==> config.mk <==
export PLATFORM = sky130hd
export DESIGN_NAME = debounce_filter
export DESIGN_NICKNAME = d
export VERILOG_FILES = /design/src/rtl/debounce_filter_pkg.sv /design/src/rtl/debounce_filter_switch_sync.sv /design/src/rtl/debounce_filter.sv
export SDC_FILE = /design/constraint.sdc
export NUM_CORES = 1
export LEC_CHECK = 0
export ABC_AREA = 1
export ABC_CLOCK_PERIOD_IN_PS = 1550
export CAP_MARGIN = 20
export CORE_ASPECT_RATIO = 1.1
export CORE_MARGIN = 10
export CORE_UTILIZATION = 55
export CTS_CLUSTER_SIZE = 8
export DETAILED_ROUTE_END_ITERATION = 6
export PLACE_DENSITY_LB_ADDON = 0.3
export SYNTH_ARGS = -nofsm -noshare
export SYNTH_HDL_FRONTEND = slang
export SYNTH_SLANG_ARGS = --single-unit
==> constraint.sdc <==
create_clock -name i_Clk -period 1.55 [get_ports i_Clk]
set_input_delay 0.2325 -clock i_Clk [delete_from_list [all_inputs] [get_ports i_Clk]]
set_output_delay 0.2325 -clock i_Clk [all_outputs]
set_load 0.005 [all_outputs]
==> src/rtl/debounce_filter_pkg.sv <==
// Shared definitions for the switch debounce filter.
//   state_e              : debounce FSM states (low, checking high, high, checking low)
//   DefaultDebounceLimit : stable cycles for 10 ms at the 25 MHz board clock
//   DefaultSyncStages    : synchroniser depth for raw asynchronous switch inputs
package debounce_filter_pkg;

  typedef enum logic [1:0] {
    StLow   = 2'd0,
    StChkHi = 2'd1,
    StHigh  = 2'd2,
    StChkLo = 2'd3
  } state_e;

  localparam int unsigned DefaultDebounceLimit = 250000;
  localparam int unsigned DefaultSyncStages    = 2;

endpackage

==> src/rtl/debounce_filter_switch_sync.sv <==
// Multi-flop synchroniser for one raw asynchronous switch level. Reusable for every switch input.
// Ports:
//   clk_i   : system clock
//   rst_ni  : synchronous active-low reset, clears the whole chain to 0
//   async_i : raw asynchronous level
//   sync_o  : level after SYNC_STAGES flops
module debounce_filter_switch_sync #(
  parameter int unsigned SYNC_STAGES = 2
) (
  input  logic clk_i,
  input  logic rst_ni,
  input  logic async_i,
  output logic sync_o
);

  logic [SYNC_STAGES-1:0] sync_q, sync_d;

  always_comb begin
    sync_d = {sync_q[SYNC_STAGES-2:0], async_i};
  end

  always_ff @(posedge clk_i) begin
    if (!rst_ni) begin
      sync_q <= '0;
    end else begin
      sync_q <= sync_d;
    end
  end

  assign sync_o = sync_q[SYNC_STAGES-1];

endmodule

==> src/rtl/debounce_filter.sv <==
// Debounce filter for a bouncing mechanical switch. The raw level is synchronised, then must hold
// a new value for DEBOUNCE_LIMIT consecutive cycles before o_Switch follows it.
// Ports:
//   i_Clk     : system clock
//   i_Rst_L   : synchronous active-low reset
//   i_Switch  : raw asynchronous switch level
//   o_Switch  : debounced level, registered
//   o_Press   : one-cycle strobe on o_Switch 0->1
//   o_Release : one-cycle strobe on o_Switch 1->0
// Build option: DEBOUNCE_EDGE_PULSE_EN defined builds the press/release strobe registers;
// otherwise o_Press and o_Release are tied low.
module debounce_filter
  import debounce_filter_pkg::*;
#(
  parameter int unsigned DEBOUNCE_LIMIT = DefaultDebounceLimit,
  parameter int unsigned SYNC_STAGES    = DefaultSyncStages
) (
  input  logic i_Clk,
  input  logic i_Rst_L,
  input  logic i_Switch,
  output logic o_Switch,
  output logic o_Press,
  output logic o_Release
);

  localparam int unsigned    CntW        = $clog2(DEBOUNCE_LIMIT + 1);
  localparam logic [CntW-1:0] CntLast    = CntW'(DEBOUNCE_LIMIT - 1);
  localparam logic [CntW-1:0] CntOne     = CntW'(1);
  // With a limit of one the first agreeing sample already qualifies.
  localparam bit             SingleCycle = (DEBOUNCE_LIMIT == 1);

  logic            sync_s;
  state_e          state_q, state_d;
  logic [CntW-1:0] cnt_q, cnt_d;
  logic            switch_q, switch_d;
  logic            rise, fall;

  debounce_filter_switch_sync #(
    .SYNC_STAGES(SYNC_STAGES)
  ) u_switch_sync (
    .clk_i  (i_Clk),
    .rst_ni (i_Rst_L),
    .async_i(i_Switch),
    .sync_o (sync_s)
  );

  // State register
  always_ff @(posedge i_Clk) begin
    if (!i_Rst_L) begin
      state_q  <= StLow;
      cnt_q    <= '0;
      switch_q <= 1'b0;
    end else begin
      state_q  <= state_d;
      cnt_q    <= cnt_d;
      switch_q <= switch_d;
    end
  end

  // Next state: cnt counts agreeing samples already seen; any disagreement restarts from zero.
  always_comb begin
    state_d = state_q;
    cnt_d   = cnt_q;
    unique case (state_q)
      StLow: begin
        cnt_d = '0;
        if (sync_s) begin
          if (SingleCycle) begin
            state_d = StHigh;
          end else begin
            state_d = StChkHi;
            cnt_d   = CntOne;
          end
        end
      end
      StChkHi: begin
        if (!sync_s) begin
          state_d = StLow;
          cnt_d   = '0;
        end else if (cnt_q == CntLast) begin
          state_d = StHigh;
          cnt_d   = '0;
        end else begin
          cnt_d = cnt_q + CntOne;
        end
      end
      StHigh: begin
        cnt_d = '0;
        if (!sync_s) begin
          if (SingleCycle) begin
            state_d = StLow;
          end else begin
            state_d = StChkLo;
            cnt_d   = CntOne;
          end
        end
      end
      StChkLo: begin
        if (sync_s) begin
          state_d = StHigh;
          cnt_d   = '0;
        end else if (cnt_q == CntLast) begin
          state_d = StLow;
          cnt_d   = '0;
        end else begin
          cnt_d = cnt_q + CntOne;
        end
      end
      default: begin
        state_d = StLow;
        cnt_d   = '0;
      end
    endcase
  end

  // Outputs: StLow/StChkHi are the "debounced low" side, StHigh/StChkLo the "debounced high" side.
  always_comb begin
    rise     = (state_q inside {StLow, StChkHi}) && (state_d == StHigh);
    fall     = (state_q inside {StHigh, StChkLo}) && (state_d == StLow);
    switch_d = switch_q;
    if (rise) begin
      switch_d = 1'b1;
    end else if (fall) begin
      switch_d = 1'b0;
    end
  end

  assign o_Switch = switch_q;

`ifdef DEBOUNCE_EDGE_PULSE_EN
  logic press_q, press_d;
  logic release_q, release_d;

  always_comb begin
    press_d   = rise;
    release_d = fall;
  end

  always_ff @(posedge i_Clk) begin
    if (!i_Rst_L) begin
      press_q   <= 1'b0;
      release_q <= 1'b0;
    end else begin
      press_q   <= press_d;
      release_q <= release_d;
    end
  end

  assign o_Press   = press_q;
  assign o_Release = release_q;
`else
  assign o_Press   = 1'b0;
  assign o_Release = 1'b0;
`endif

endmodule
==> flow_metrics.tcl <==
set metrics [dict create \
    outcome "completed" \
    area_growth_pct 9.62 \
    grt_pass1_wl_um 3570 \
    dr.pass1.iters 4 \
    critPathLaunchType "flip-flop" \
    num_vias 946 \
    hold_buffers 0 \
    final_cell_mix "24 x nand2_1, 23 x inv_1, 23 x nor2_1, 23 x dfxtp_1, 7 x nand2_2" \
    clock_skew_ns 0.00161 \
    met1_length_um 970 \
    synth_area_mm2 0.00120 \
    seq_area_frac_synth_pct 38.5 \
    path_class "reg -> reg" \
    synthArstFlopShare_pct 0 \
    initial_core_util_pct 58.6 \
    met3_length_um 52 \
    wl_met2_um 1130 \
    synthDistinctLibCells 27 \
    cp_max_fo 4 \
    core_area_mm2 0.00204 \
    ant_nets 0 \
    p_per_area_mw_per_mm2 675 \
    yosys_warnings 0 \
    layout-drive-gt1-share_pct 24.8 \
    grtUsageTotal_pct 10.2 \
    syn_avg_cell_area_um2 7.67 \
    drv_cap 0 \
    critPathArrivalTime_ns 1.68 \
    dp_hpwl_um 1700 \
    die_h_um 68.9 \
    timing.fmax_ghz 0.686 \
    die_area_mm2 0.00444 \
    multi_input_area_um2 633 \
    num_rows 17 \
    io_buffers 3 \
    max_stage_delay_ns 0.39 \
    crit_path_frequent_cell "nand2_1" \
    wire_per_inst_um 11.4 \
    drc 0 \
    clkSinkCount 23 \
    clk_pin_slew_ns 0.11 \
    setup_viol_count_final 0 \
    drt_wl_total_um 2210 \
    maxSlewViolCount 0 \
    endpoint_kind "flip-flop" \
    syn_inst 156 \
    cp_cell_sequence "ha_2 -> nand2_1 -> nor2_2 -> nand2_2 -> nor2_4 -> nand2_4 -> clkinv_2 -> nand3_1 -> nand2_1 -> nor2_1" \
    ys.flop_type "dfxtp_1" \
    worst_slack_ns 0.0915 \
    cp_data_required_time_ns 1.77 \
    clock_latency_ns 0.31 \
    period_share_pct 94.1 \
    place_congestion 0.816 \
    overflow 0 \
    die_w_um 64.5 \
    vias_per_cell 4.90 \
    rsz0062_at_grt "no" \
    diodes 0 \
    crit_slowest_cell "dfxtp_1" \
    dpl_worst_slack_ns 0.0808 \
    mostFrequentLayoutCell "nand2_1" \
    fill_cells 194 \
    drt_iter0_drc 27 \
    cts_root_buf "clkbuf_4" \
    final_util_pct 64.2 \
    clockBufferDepth 2 \
    grt_max_degree 13 \
    cts_max_level 1 \
    setup-tns-final_ns 0 \
    synth_seq_cells 23 \
    hold_class "reg -> reg" \
    seqCellArea_um2 460 \
    nets 170 \
    cts_tree "built" \
    grt_pass1_vias 893 \
    antenna_found_initial 0 \
    routed.top_layer "met4" \
    layout_min_cycle_time_ns 1.46 \
    ios 6 \
    synth-edff-count 0 \
    cts_buffers 3 \
    finalPower_mw 0.885 \
    p_leak_nw 0.502 \
    max-vdd-ir-drop_mv 0.467 \
    hold_violations 0 \
]
registers in the layout, summed over array words and instances (netlist names):
register,count
u_switch_sync.sync_q,2
state_q,2
o_Switch,1
cnt_q,18
synth_stat cells, types with 4 or more instances:
cell,instances,area (um^2)
inv_1,23,86.3
nand3_1,7,35.0
a21oi_1,5,25.0
dfxtp_1,23,460
nand4_1,4,25.0
nor2_4,4,45.0
nor2_1,23,86.3
nor2_2,5,31.3
xor2_1,5,43.8
nand2_1,24,90.1
nand2_2,7,43.8
timing repair:
action	4_1_cts	5_1_grt
endpoints found under the hold margin	0	0
endpoints found under the setup margin	0	9
setup buffers	0	1
resized for setup	0	3
critical path: cells and delay by family (launching register included):
| family | cells | cell delay [ns] |
|---|---|---|
| adders and majority gates | 1 | 0.22 |
| and+or+nand+nor | 8 | 0.71 |
| buffers and inverters | 1 | 0.05 |
| DFF | 1 | 0.39 |
power by group:
group	total [mW]	leakage [nW]	switching, mW	internal (mW)
clock network	0.268	0.0150	0.168	0.101
registers	0.598	0.186	0.00285	0.595
logic	0.0189	0.301	0.00953	0.00934
per-stage QoR:
stage                     instances  hold slack, ns  instance area [um^2]
after floorplan                 157           0.326                  1200
after global placement          188           0.394                  1260
after detailed placement        188           0.418                  1260
after CTS                       192           0.436                  1290
after global routing            193           0.469                  1310
final                           193           0.435                  1310
cell families (layout without fill, tap and decap cells):
family | after synthesis | after routing | share of synthesized area, %
buf+inv | 28 | 36 | 9.94
xor+xnor | 7 | 7 | 5.13
other cells | 1 | 2 | 0.314
compound gates | 12 | 12 | 6.80
flops | 23 | 23 | 38.5
fa+ha+maj | 1 | 1 | 1.05
simple gates | 84 | 84 | 38.3
cell type report:
cell class,count,area share (%)
inverters,26,7.92
multi-input cells,106,48.3
flip-flops and latches,23,35.1
well taps,28,2.67
repair buffers,6,4.01
clock buffers,4,2.00
path summary, 6_finish.rpt:
kind	startpoint	to	slack, ns	cells after the start
min reg2reg	u_switch_sync.sync_q[0]	u_switch_sync.sync_q[1]	0.43	2
max reg2reg	cnt_q[0]	cnt_q[16]	0.09	10
min	u_switch_sync.sync_q[0]	u_switch_sync.sync_q[1]	0.43	2
max	cnt_q[0]	cnt_q[16]	0.09	10
per-layer routing:
metal | vias to the layer above | GRT usage [%]
met5 | - | 0
met4 | 0 | 5.61
met3 | 7 | 2.42
li1 | 497 | -
met2 | 16 | 18.0
met1 | 426 | 11.2
No activity file was read; power rests on OpenSTA's default activity.
